[src/rtl/norz_alu_pkg.sv]
// Shared types for the register-pair ALU operand sequencer.
// Pair and mode codes match the request field encodings. The request struct
// is what the sequencer latches on a handshake. The helpers decide when a
// bus really carries an operand and when a request runs as two byte steps.
package norz_alu_pkg;

   localparam int STEP_CNT_W = 4;

   typedef enum logic [1:0] {
      PAIR_NONE = 2'd0,
      PAIR_BC   = 2'd1,
      PAIR_DE   = 2'd2,
      PAIR_HL   = 2'd3
   } pair_t;

   typedef enum logic [1:0] {
      MODE_NONE  = 2'd0,
      MODE_UPPER = 2'd1,
      MODE_LOWER = 2'd2,
      MODE_PAIR  = 2'd3
   } mode_t;

   typedef enum logic [1:0] {
      ST_IDLE   = 2'd0,
      ST_STEP_A = 2'd1,
      ST_STEP_B = 2'd2
   } state_t;

   // Phase the bus decoders see:
   //   PH_FULL - an unsplit step.
   //   PH_LOW  - the low-byte half of a split op.
   //   PH_HIGH - the high-byte half of a split op.
   typedef enum logic [1:0] {
      PH_IDLE = 2'd0,
      PH_FULL = 2'd1,
      PH_LOW  = 2'd2,
      PH_HIGH = 2'd3
   } phase_t;

   typedef struct packed {
      pair_t hi_pair;
      mode_t hi_mode;
      pair_t lo_pair;
      mode_t lo_mode;
      logic  split;
      logic  carry_in;
   } op_req_t;

   // A bus with no source pair carries nothing, whatever its mode says.
   function automatic mode_t eff_mode(input pair_t p, input mode_t m);
      return (p == PAIR_NONE) ? MODE_NONE : m;
   endfunction

   function automatic logic has_pair_mode(input op_req_t r);
      return (eff_mode(r.hi_pair, r.hi_mode) == MODE_PAIR) ||
             (eff_mode(r.lo_pair, r.lo_mode) == MODE_PAIR);
   endfunction

   function automatic logic split_active(input op_req_t r);
      return r.split && has_pair_mode(r);
   endfunction

endpackage

[src/rtl/alu_pair_select_decode.sv]
// Combinational select decode for one ALU input bus (High or Low).
// Ports:
//   pair      - source pair (none/BC/DE/HL)
//   mode      - requested mode (none/upper/lower/pair)
//   phase     - which step is being decoded (idle/full/low/high)
//   not_sel_u - [HL,DE,BC] active-low upper-register selects
//   sel_l     - [HL,DE,BC] active-high lower-register selects
//   sel_p     - [HL,DE,BC] active-high full-pair selects
// Only the addressed pair can ever be active. This guarantees that no two
// pairs drive the same bus.
module alu_pair_select_decode
   import norz_alu_pkg::*;
(
   input  pair_t      pair,
   input  mode_t      mode,
   input  phase_t     phase,
   output logic [2:0] not_sel_u,
   output logic [2:0] sel_l,
   output logic [2:0] sel_p
);

   logic [2:0] onehot;
   logic       drv_u, drv_l, drv_p;

   always_comb begin
      case (pair)
         PAIR_BC: onehot = 3'b001;
         PAIR_DE: onehot = 3'b010;
         PAIR_HL: onehot = 3'b100;
         default: onehot = 3'b000;
      endcase

      drv_u = 1'b0;
      drv_l = 1'b0;
      drv_p = 1'b0;
      case (phase)
         PH_FULL: begin
            drv_u = (mode == MODE_UPPER) || (mode == MODE_PAIR);
            drv_l = (mode == MODE_LOWER) || (mode == MODE_PAIR);
            drv_p = (mode == MODE_PAIR);
         end
         // Low half of a split: the pair operand contributes only its lower byte.
         PH_LOW: begin
            drv_u = (mode == MODE_UPPER);
            drv_l = (mode == MODE_LOWER) || (mode == MODE_PAIR);
         end
         // High half: only pair operands take part, via their upper byte.
         PH_HIGH: drv_u = (mode == MODE_PAIR);
         default: ;
      endcase

      not_sel_u = ~(onehot & {3{drv_u}});
      sel_l     = onehot & {3{drv_l}};
      sel_p     = onehot & {3{drv_p}};
   end

endmodule

[src/rtl/alu_operand_sequencer.sv]
// Sequences the BC/DE/HL ALU input-mux selects for one operand request at a time.
// Ports:
//   CLK, RESET                - clock; synchronous active-high reset
//   req_valid/req_ready       - request handshake; ready only while idle
//   req_hi_*/req_lo_*         - pair and mode for the High and Low buses
//   req_split, req_carry_in   - byte-split 16-bit op; carry into the first step
//   alu_carry_out             - ALU carry, taken at the end of the low step
//   alu_carry_in              - carry presented during the current step
//   notSel_U_*/Sel_L_*/Sel_P_* - registered per-pair selects for each bus
//   wb_lo, wb_hi              - write-back strobes in a step's final cycle
//   busy                      - not idle
// The selects are decoded from next-state values and then registered.
// Because of this they change only on the edges that enter or leave a step.
module alu_operand_sequencer
   import norz_alu_pkg::*;
#(
   parameter int STEP_CYCLES = 4
) (
   input  logic       CLK,
   input  logic       RESET,
   input  logic       req_valid,
   output logic       req_ready,
   input  logic [1:0] req_hi_pair,
   input  logic [1:0] req_hi_mode,
   input  logic [1:0] req_lo_pair,
   input  logic [1:0] req_lo_mode,
   input  logic       req_split,
   input  logic       req_carry_in,
   input  logic       alu_carry_out,
   output logic       alu_carry_in,
   output logic [2:0] notSel_U_hi,
   output logic [2:0] Sel_L_hi,
   output logic [2:0] Sel_P_hi,
   output logic [2:0] notSel_U_lo,
   output logic [2:0] Sel_L_lo,
   output logic [2:0] Sel_P_lo,
   output logic       wb_lo,
   output logic       wb_hi,
   output logic       busy
);

   localparam logic [STEP_CNT_W-1:0] CNT_LOAD = STEP_CNT_W'(STEP_CYCLES - 1);

   state_t                state_q, state_d;
   logic [STEP_CNT_W-1:0] cnt_q, cnt_d;
   op_req_t               req_q, req_d, req_in;
   logic                  carry_hold_q, carry_hold_d;
   phase_t                phase_d;
   logic                  last_cycle, split_q;
   logic [2:0]            nsu_hi_d, sl_hi_d, sp_hi_d, nsu_lo_d, sl_lo_d, sp_lo_d;

   assign last_cycle = (cnt_q == '0);
   assign split_q    = split_active(req_q);

   always_comb begin
      req_in.hi_pair  = pair_t'(req_hi_pair);
      req_in.hi_mode  = mode_t'(req_hi_mode);
      req_in.lo_pair  = pair_t'(req_lo_pair);
      req_in.lo_mode  = mode_t'(req_lo_mode);
      req_in.split    = req_split;
      req_in.carry_in = req_carry_in;
   end

   always_comb begin
      state_d      = state_q;
      cnt_d        = cnt_q;
      req_d        = req_q;
      carry_hold_d = carry_hold_q;
      case (state_q)
         ST_IDLE: begin
            if (req_valid) begin
               req_d   = req_in;
               cnt_d   = CNT_LOAD;
               state_d = ST_STEP_A;
            end
         end
         ST_STEP_A: begin
            if (!last_cycle) begin
               cnt_d = cnt_q - STEP_CNT_W'(1);
            end else if (split_q) begin
               carry_hold_d = alu_carry_out;
               cnt_d        = CNT_LOAD;
               state_d      = ST_STEP_B;
            end else begin
               state_d = ST_IDLE;
            end
         end
         ST_STEP_B: begin
            if (!last_cycle) cnt_d = cnt_q - STEP_CNT_W'(1);
            else             state_d = ST_IDLE;
         end
         default: state_d = ST_IDLE;
      endcase

      case (state_d)
         ST_STEP_A: phase_d = split_active(req_d) ? PH_LOW : PH_FULL;
         ST_STEP_B: phase_d = PH_HIGH;
         default:   phase_d = PH_IDLE;
      endcase
   end

   alu_pair_select_decode u_dec_hi (
      .pair      (req_d.hi_pair),
      .mode      (req_d.hi_mode),
      .phase     (phase_d),
      .not_sel_u (nsu_hi_d),
      .sel_l     (sl_hi_d),
      .sel_p     (sp_hi_d)
   );

   alu_pair_select_decode u_dec_lo (
      .pair      (req_d.lo_pair),
      .mode      (req_d.lo_mode),
      .phase     (phase_d),
      .not_sel_u (nsu_lo_d),
      .sel_l     (sl_lo_d),
      .sel_p     (sp_lo_d)
   );

   always_ff @(posedge CLK) begin
      if (RESET) begin
         state_q      <= ST_IDLE;
         cnt_q        <= '0;
         req_q        <= '0;
         carry_hold_q <= 1'b0;
         notSel_U_hi  <= 3'b111;
         Sel_L_hi     <= 3'b000;
         Sel_P_hi     <= 3'b000;
         notSel_U_lo  <= 3'b111;
         Sel_L_lo     <= 3'b000;
         Sel_P_lo     <= 3'b000;
      end else begin
         state_q      <= state_d;
         cnt_q        <= cnt_d;
         req_q        <= req_d;
         carry_hold_q <= carry_hold_d;
         notSel_U_hi  <= nsu_hi_d;
         Sel_L_hi     <= sl_hi_d;
         Sel_P_hi     <= sp_hi_d;
         notSel_U_lo  <= nsu_lo_d;
         Sel_L_lo     <= sl_lo_d;
         Sel_P_lo     <= sp_lo_d;
      end
   end

   assign req_ready    = (state_q == ST_IDLE);
   assign busy         = (state_q != ST_IDLE);
   assign alu_carry_in = (state_q == ST_STEP_A) ? req_q.carry_in :
                         (state_q == ST_STEP_B) ? carry_hold_q : 1'b0;
   assign wb_lo        = (state_q == ST_STEP_A) && last_cycle;
   // An unsplit pair op writes both bytes at once. A split op writes the high byte after step B.
   assign wb_hi        = last_cycle &&
                         (((state_q == ST_STEP_A) && !split_q && has_pair_mode(req_q)) ||
                          (state_q == ST_STEP_B));

endmodule

[config.mk]
export PLATFORM = sky130hd
export DESIGN_NAME = alu_operand_sequencer
export DESIGN_NICKNAME = d
export VERILOG_FILES = /design/src/rtl/norz_alu_pkg.sv /design/src/rtl/alu_pair_select_decode.sv /design/src/rtl/alu_operand_sequencer.sv
export SDC_FILE = /design/constraint.sdc
export NUM_CORES = 1
export LEC_CHECK = 0
export CORE_AREA = 2 2 67 69
export CTS_BUF_LIST = sky130_fd_sc_hd__clkbuf_8 sky130_fd_sc_hd__clkbuf_16
export CTS_CLUSTER_SIZE = 24
export DETAILED_ROUTE_END_ITERATION = 8
export DIE_AREA = 0 0 69 71
export GPL_TIMING_DRIVEN = 1
export PLACE_DENSITY = 0.71
export SLEW_MARGIN = 20
export SYNTH_ARGS = -nofsm -noshare
export SYNTH_HDL_FRONTEND = slang
export SYNTH_SLANG_ARGS = --single-unit
[constraint.sdc]
create_clock -name CLK -period 2.59 [get_ports CLK]
set_input_delay 0.518 -clock CLK [delete_from_list [all_inputs] [get_ports CLK]]
set_output_delay 0.518 -clock CLK [all_outputs]
set_load 0.02 [all_outputs]
After elaboration in Yosys (flattened, before gate mapping)
Cells that the tools add are included.
{"block": "word_totals", "register_bits": 35, "latchBits": 0, "mem_bits_rw": 0, "rom_bits": 0, "inputBits": 14, "wordCells": 104, "mem_count": 0}
{"block": "classes", "addsub": 1, "n_mul": 0, "div": 0, "order_cmp": 0, "eq_ne": 26, "shifts": 0, "n_mux": 28, "bitwise_logic": 8, "reduce_logical": 26}
{"op": "== test 2 bit (second input constant)", "n": 16}
{"op": "two-way mux 10 bit", "n": 2}
{"op": "bitwise AND 3 bit", "n": 6}
{"op": "two-way mux 2 bit", "n": 9}
{"op": "one-hot mux 3 bit (3 select lines)", "n": 2}
{"op": "two-way mux 4 bit", "n": 4}
{"op": "== test 2 x 1 -> 1 bit (second input constant)", "n": 7}
{"op": "one-hot mux 4 bit (3 select lines)", "n": 1}
{"op": "logical NOT 2 bit", "n": 5}
{"op": "logical OR 1 bit", "n": 7}
{"op": "logical AND 1 bit", "n": 6}
{"op": "two-way mux 1 bit", "n": 6}
{"op": "NOT 3 bit", "n": 2}
{"op": "one-hot mux 1 bit (3 select lines)", "n": 2}
{"op": "one-hot mux 2 bit (3 select lines)", "n": 1}
{"op": "logical NOT 4 bit", "n": 1}
{"op": "!= test 2 bit (second input constant)", "n": 2}
{"op": "one-hot mux 2 bit (2 select lines)", "n": 1}
{"op": "AND reduction 4 bit", "n": 1}
{"op": "subtractor 4 x 1 -> 4 bit (second input constant)", "n": 1}
{"op": "!= test 3 bit (second input constant)", "n": 1}
{"op": "AND reduction 3 bit", "n": 1}
{"op": "nonzero test 3 bit", "n": 1}
{"op": "AND reduction 2 bit", "n": 1}
{"op": "3 further kinds", "n": 3}

Logic depth before layout (Yosys ltp)
{"block": "logic_depth", "word_depth": 14, "mapped_depth": 13}

Cells and area by module
From an unflattened synthesis, not the netlist that was laid out.
{"block": "unflattened", "hier_cells": 208, "hier_area_um2": 1908.1}
{"mod": "alu_operand_sequencer", "instances": 1, "cells_per_inst": 160, "area_each_um2": 1577.8, "seq_area_each_um2": 700.7}
{"mod": "alu_pair_select_decode", "instances": 2, "cells_per_inst": 24, "area_each_um2": 165.2, "seq_area_each_um2": 0.0}

Least setup slack after synthesis
Ideal clock, no wire load.
{"block": "synth_path", "path_type": "reg2reg", "from": "reg cnt_q[0]", "to": "reg notSel_U_lo[1]", "t_arrival_ns": 2.577, "t_required_ns": 2.456, "path_slack_ns": -0.120, "path_stages_with_launch": 12, "period_less_slack_ns": 2.710, "path_cell_list": "dfxtp_1 -> inv_1 -> ha_1 -> or3b_4 -> a2111oi_4 -> a21oi_1 -> or2_2 -> ha_1 -> o21ba_2 -> o21ai_0 -> a2111oi_0 -> o21ai_1"}
{"block": "synth_via", "elab_chain_len": 9}
{"element": "start, declared", "line": "alu_operand_sequencer.sv:45", "source": "logic [STEP_CNT_W-1:0] cnt_q, cnt_d;"}
{"element": "start signal, assigned", "line": "alu_operand_sequencer.sv:134", "source": "cnt_q <= cnt_d;"}
{"element": "logical NOT 4 bit *", "line": "alu_operand_sequencer.sv:52", "source": "assign last_cycle = (cnt_q == '0);"}
{"element": "two-way mux 2 bit (on tied branches)", "line": "alu_operand_sequencer.sv:89, alu_operand_sequencer.sv:78"}
{"element": "one-hot mux 2 bit (3 select lines) *", "line": "alu_operand_sequencer.sv:69", "source": "case (state_q)"}
{"element": "== test 2 bit or == test 2 x 1 -> 1 bit (tied branches)", "line": "alu_operand_sequencer.sv:95", "source": "case (state_d)"}
{"element": "one-hot mux 2 bit (2 select lines) *", "line": "alu_operand_sequencer.sv:95"}
{"element": "== test 2 bit or == test 2 x 1 -> 1 bit (tied branches)", "line": "alu_pair_select_decode.sv:36", "source": "case (phase)"}
{"element": "one-hot mux 1 bit (3 select lines) *", "line": "alu_pair_select_decode.sv:36"}
{"element": "bitwise AND 3 bit *", "line": "alu_pair_select_decode.sv:52", "source": "not_sel_u = ~(onehot & {3{drv_u}});"}
{"element": "NOT 3 bit *", "line": "alu_pair_select_decode.sv:52"}
{"element": "end signal, assigned", "line": "alu_operand_sequencer.sv:140", "source": "notSel_U_lo <= nsu_lo_d;"}
{"element": "end, declared", "line": "alu_operand_sequencer.sv:34", "source": "output logic [2:0] notSel_U_lo,"}
Mark *: on every way between the ends. The rest lies on a longest branch, timed or not.
A chain may end at the register's enable or synchronous reset.

Worst setup path after layout
{"block": "layout_path", "from": "reg cnt_q[1]", "to": "reg notSel_U_hi[0]"}
{"block": "layout_via", "elab_chain_len": 9}
{"element": "logical NOT 4 bit *", "line": "alu_operand_sequencer.sv:52"}
{"element": "two-way mux 2 bit (on tied branches)", "line": "alu_operand_sequencer.sv:89, alu_operand_sequencer.sv:78"}
{"element": "one-hot mux 2 bit (3 select lines) *", "line": "alu_operand_sequencer.sv:69"}
{"element": "== test 2 bit or == test 2 x 1 -> 1 bit (tied branches)", "line": "alu_operand_sequencer.sv:95"}
{"element": "one-hot mux 2 bit (2 select lines) *", "line": "alu_operand_sequencer.sv:95"}
{"element": "== test 2 bit or == test 2 x 1 -> 1 bit (tied branches)", "line": "alu_pair_select_decode.sv:36"}
{"element": "one-hot mux 1 bit (3 select lines) *", "line": "alu_pair_select_decode.sv:36"}
{"element": "bitwise AND 3 bit *", "line": "alu_pair_select_decode.sv:52"}
{"element": "NOT 3 bit *", "line": "alu_pair_select_decode.sv:52"}
{"element": "end signal, assigned", "line": "alu_operand_sequencer.sv:137", "source": "notSel_U_hi <= nsu_hi_d;"}
{"element": "end, declared", "line": "alu_operand_sequencer.sv:31", "source": "output logic [2:0] notSel_U_hi,"}
Marked as above.

==> metrics.txt <==
# TYPE chip_impl_metric gauge
chip_impl_metric{name="timing.critical_path.fanout_max",unit=""} 3
chip_impl_info{name="leading_cell_types_in_the_layout_fill_and_taps_excluded",value="clkdlybuf4s50_1, dfxtp_1, buf_4, nor2_1, nand2_1"} 1
chip_impl_metric{name="critical-path-max-stage-delay",unit="ns"} 0.39
chip_impl_metric{name="global_route.overflow_total",unit=""} 0
chip_impl_info{name="outcome",value="finished, violations left"} 1
chip_impl_metric{name="first_iter_violations",unit=""} 124
chip_impl_metric{name="fin_worst_hold_slack",unit="ns"} 0.465
chip_impl_info{name="synth_largest_area_cell",value="dfxtp_1"} 1
chip_impl_metric{name="yosys_register_bits",unit=""} 35
chip_impl_metric{name="clock-sinks",unit=""} 35
chip_impl_metric{name="sequential_fraction_of_the_synthesis_area",unit=""} 0.374
chip_impl_metric{name="antenna_violating_nets_post_route",unit=""} 0
chip_impl_metric{name="syn2layout_area_growth",unit="%"} 44.4
chip_impl_metric{name="drcViolationCount",unit=""} 0
chip_impl_metric{name="fraction_of_power_spent_switching_nets",unit=""} 0.310
chip_impl_metric{name="coreArea",unit="um^2"} 4200
chip_impl_metric{name="p_per_area",unit="nW/um^2"} 478
chip_impl_info{name="timing.hold.worst.class",value="flip-flop to flip-flop"} 1
chip_impl_metric{name="ctsLongestPathBuffers",unit=""} 2
chip_impl_metric{name="place.detailed.instances",unit=""} 318
chip_impl_info{name="synth_top_family_by_area",value="compound AO/OA/AOI/OAI gates"} 1
chip_impl_metric{name="leakage",unit="nW"} 0.991
chip_impl_metric{name="ioPinCount",unit=""} 37
chip_impl_metric{name="postSynthCellCount",unit=""} 212
chip_impl_info{name="critical-path-slowest-cell",value="or3b_4"} 1
chip_impl_metric{name="cts.reportedPaths.clkPinSlew",unit="ns"} 0.08
chip_impl_metric{name="place_ws",unit="ns"} -0.168
chip_impl_info{name="final_common_cell",value="clkdlybuf4s50_1"} 1
chip_impl_metric{name="die_extent_in_x",unit="um"} 69
chip_impl_metric{name="numPortBuffers",unit=""} 36
chip_impl_metric{name="floorplan.die.height",unit="um"} 71
chip_impl_metric{name="yosys.area_share.adder",unit=""} 0.0534
chip_impl_metric{name="grt_usage",unit=""} 0.201
chip_impl_metric{name="final_layout_size_suffix_gt1_frac",unit=""} 0.257
chip_impl_metric{name="timing.critical_path.required",unit="ns"} 2.77
chip_impl_metric{name="grt_start_max_net_pins",unit=""} 18
chip_impl_metric{name="number_of_synthesized_flops_with_an_enable_pin",unit=""} 0
chip_impl_metric{name="via_count",unit=""} 1839
chip_impl_metric{name="cts_inserted_buffers",unit=""} 5
chip_impl_info{name="critPathMostFrequentCell",value="ha_4"} 1
chip_impl_metric{name="slew-limit-headroom",unit=""} 0.440
chip_impl_info{name="netlist_top_cells_area",value="dfxtp_1, ha_1, a21oi_1"} 1
chip_impl_metric{name="power.switching",unit="uW"} 401
chip_impl_info{name="crit_path_start_kind",value="flip-flop"} 1
chip_impl_metric{name="antenna_cells_inserted",unit=""} 0
chip_impl_metric{name="yosys-mux-area-fraction",unit=""} 0.0160
chip_impl_metric{name="drt_first_pass_iters",unit=""} 4
chip_impl_metric{name="seq_power_share",unit=""} 0.441
chip_impl_metric{name="worst_slack",unit="ns"} -0.0313
chip_impl_metric{name="holdBufCountCts",unit=""} 0
chip_impl_metric{name="wirelength",unit="um"} 4920
chip_impl_metric{name="syn_area",unit="um^2"} 1880
chip_impl_metric{name="die-area",unit="um^2"} 4900
chip_impl_info{name="synth_flop_cell",value="dfxtp_1"} 1
chip_impl_metric{name="clock_power_share",unit=""} 0.312
chip_impl_metric{name="crit_arrival",unit="ns"} 2.80
chip_impl_metric{name="synth_compound_area_frac",unit=""} 0.291
chip_impl_metric{name="cell_internal_pwr",unit="uW"} 892
chip_impl_metric{name="final_cells",unit=""} 328
chip_impl_metric{name="max_freq",unit="MHz"} 381
chip_impl_metric{name="detail_route.wl_per_cell",unit="um"} 15.0
chip_impl_info{name="worstPathCellList",value="inv_2 > ha_4 > or3b_4 > a2111oi_4 > a21oi_2 > or2_4 > ha_4 > o21ba_4 > o21ai_4 > nor4_2 > o21ai_1"} 1
chip_impl_metric{name="synth.yosys.warnings",unit=""} 0
chip_impl_info{name="violated_checks",value="setup timing"} 1
chip_impl_metric{name="clk_latency",unit="ns"} 0.29
chip_impl_metric{name="finalClockSkew",unit="ns"} 0.00322
chip_impl_metric{name="initial_utilization",unit=""} 0.446
chip_impl_metric{name="share_comb_of_total_power",unit=""} 0.248
chip_impl_metric{name="htree_levels",unit=""} 2
chip_impl_metric{name="fin_crit_sh",unit=""} 1.01
chip_impl_metric{name="synth_largest_type_area_fraction",unit=""} 0.374
chip_impl_metric{name="synth_async_sr_flop_share",unit=""} 0
chip_impl_metric{name="antenna_found_initial",unit=""} 0
chip_impl_metric{name="grt_first_pass_wirelength",unit="um"} 7910
chip_impl_metric{name="globalplace.congestion",unit=""} 0.822
chip_impl_metric{name="yosysUniqueCellTypes",unit=""} 54
chip_impl_metric{name="viasPerCell",unit=""} 5.61
chip_impl_metric{name="num-nets-final",unit=""} 297
chip_impl_metric{name="vdd_drop_max",unit="mV"} 0.304
chip_impl_info{name="rsz0062_at_grt",value="yes"} 1
chip_impl_metric{name="first_global_vias",unit=""} 1795
chip_impl_metric{name="post_synthesis_share_of_cell_area_spent_on_and_or_nand_and_nor_gates",unit=""} 0.213
chip_impl_metric{name="detailed_place_hpwl",unit="um"} 3640
chip_impl_info{name="cts_root_buffer",value="clkbuf_8"} 1
chip_impl_metric{name="drv.max_cap_violation_count",unit=""} 0
chip_impl_metric{name="hold_violations",unit=""} 0
chip_impl_metric{name="syn-mean-instance-area",unit="um^2"} 8.85
chip_impl_info{name="crit_path_end_kind",value="flip-flop"} 1
chip_impl_metric{name="maxSlewViolCount",unit=""} 0
chip_impl_metric{name="rows",unit=""} 24
chip_impl_metric{name="setup_violations",unit=""} 2
chip_impl_info{name="tritoncts_clock_tree",value="yes"} 1
chip_impl_metric{name="yosys.area_share.xor_xnor",unit=""} 0
chip_impl_metric{name="tightest_slew",unit="ns"} 0.817
chip_impl_metric{name="min_period",unit="ns"} 2.62
chip_impl_info{name="setup.worst_path.class",value="flip-flop to flip-flop"} 1
chip_impl_metric{name="synthesis.nets",unit=""} 234
logic make-up (layout without fill, tap and decap cells):
group                    Yosys count  count (layout)
multiplexers                       3               3
AND/OR/NAND/NOR                   72              72
flip-flops                        35              35
buffers and inverters             23              87
AO/OA/AOI/OAI                     71              71
adder cells (fa/ha/maj)            8               8
stage by stage:
step	util	cell area, um^2	TNS, ns	power (mW)
finish	0.644	2710	-0.0369	1.29
global route	0.644	2710	-0.676	1.36
CTS	0.619	2600	0	1.28
detailed placement	0.594	2500	-0.987	0.881
global placement	0.594	2500	-0.362	0.877
floorplan	-	1910	0	0.761
flip-flops by register name (all words and copies together) (netlist names):
register	flops
state_q	2
notSel_U_hi	3
Sel_L_lo	3
cnt_q	4
Sel_P_lo	3
notSel_U_lo	3
Sel_L_hi	3
Sel_P_hi	3
req_q	10
carry_hold_q	1
worst max-delay path, delay by kind of cell, from the launching register on:
family | cells | cell delay [ns]
adders and majority gates | 2 | 0.35
buffers and inverters | 1 | 0.07
AOI/OAI and AO/OA | 5 | 0.84
DFF | 1 | 0.33
and+or+nand+nor | 3 | 0.92
path summary, 6_finish.rpt:
kind	startpoint	endpoint	slack, ns	depth (start not counted)
setup reg to reg	cnt_q[1]$_SDFFE_PP0P_	notSel_U_hi[0]$_SDFF_PP1_	-0.03	11
setup / recovery	cnt_q[1]$_SDFFE_PP0P_	notSel_U_hi[0]$_SDFF_PP1_	-0.03	11
hold / removal	req_q[0]$_SDFFE_PP0P_	req_q[0]$_SDFFE_PP0P_	0.47	2
hold reg to reg	req_q[0]$_SDFFE_PP0P_	req_q[0]$_SDFFE_PP0P_	0.47	2
routing by layer:
metal  vias up  track usage  part of all wire
met5         -            0                 0
met4         0       0.0850             0.035
met3        14       0.0556             0.056
met2        65        0.363              0.50
met1       854        0.221              0.41
li1        906            -                 -
final cells by class:
| type | instances | area [um^2] |
|---|---|---|
| repair buffers | 66 | 583 |
| flip-flops and latches | 35 | 703 |
| clock buffers | 5 | 68.8 |
| multi-input cells | 154 | 1220 |
| clock inverters | 3 | 20.0 |
| well taps | 52 | 65.1 |
| fillers | 388 | 1500 |
| inverters | 13 | 48.8 |
synthesized netlist by cell type, drive strengths merged, types with 4 or more instances:
master and n:
a2111oi 4, a211oi 8, a21oi 13, a31oi 5
and4 4, buf 7, dfxtp 35, ha 8
inv 13, nand2 15, nand2b 8, nor2 17
o21ai 13, or2 6
power groups by stage:
stage	clock, mW	combinational (mW)	sequential [mW]
finish	0.403	0.320	0.570
global route	0.436	0.347	0.573
CTS	0.412	0.301	0.570
detailed placement	0	0.298	0.583
global placement	0	0.296	0.582
floorplan	0	0.178	0.583
timing repair:
| item | 4_1_cts | 5_1_grt |
|---|---|---|
| gates resized for setup | 7 | 17 |
| endpoints found under the setup margin | 13 | 7 |
| pin swaps | 2 | 6 |
| setup buffers | 1 | 1 |
Note: power is estimated with default switching activity, not from simulation.
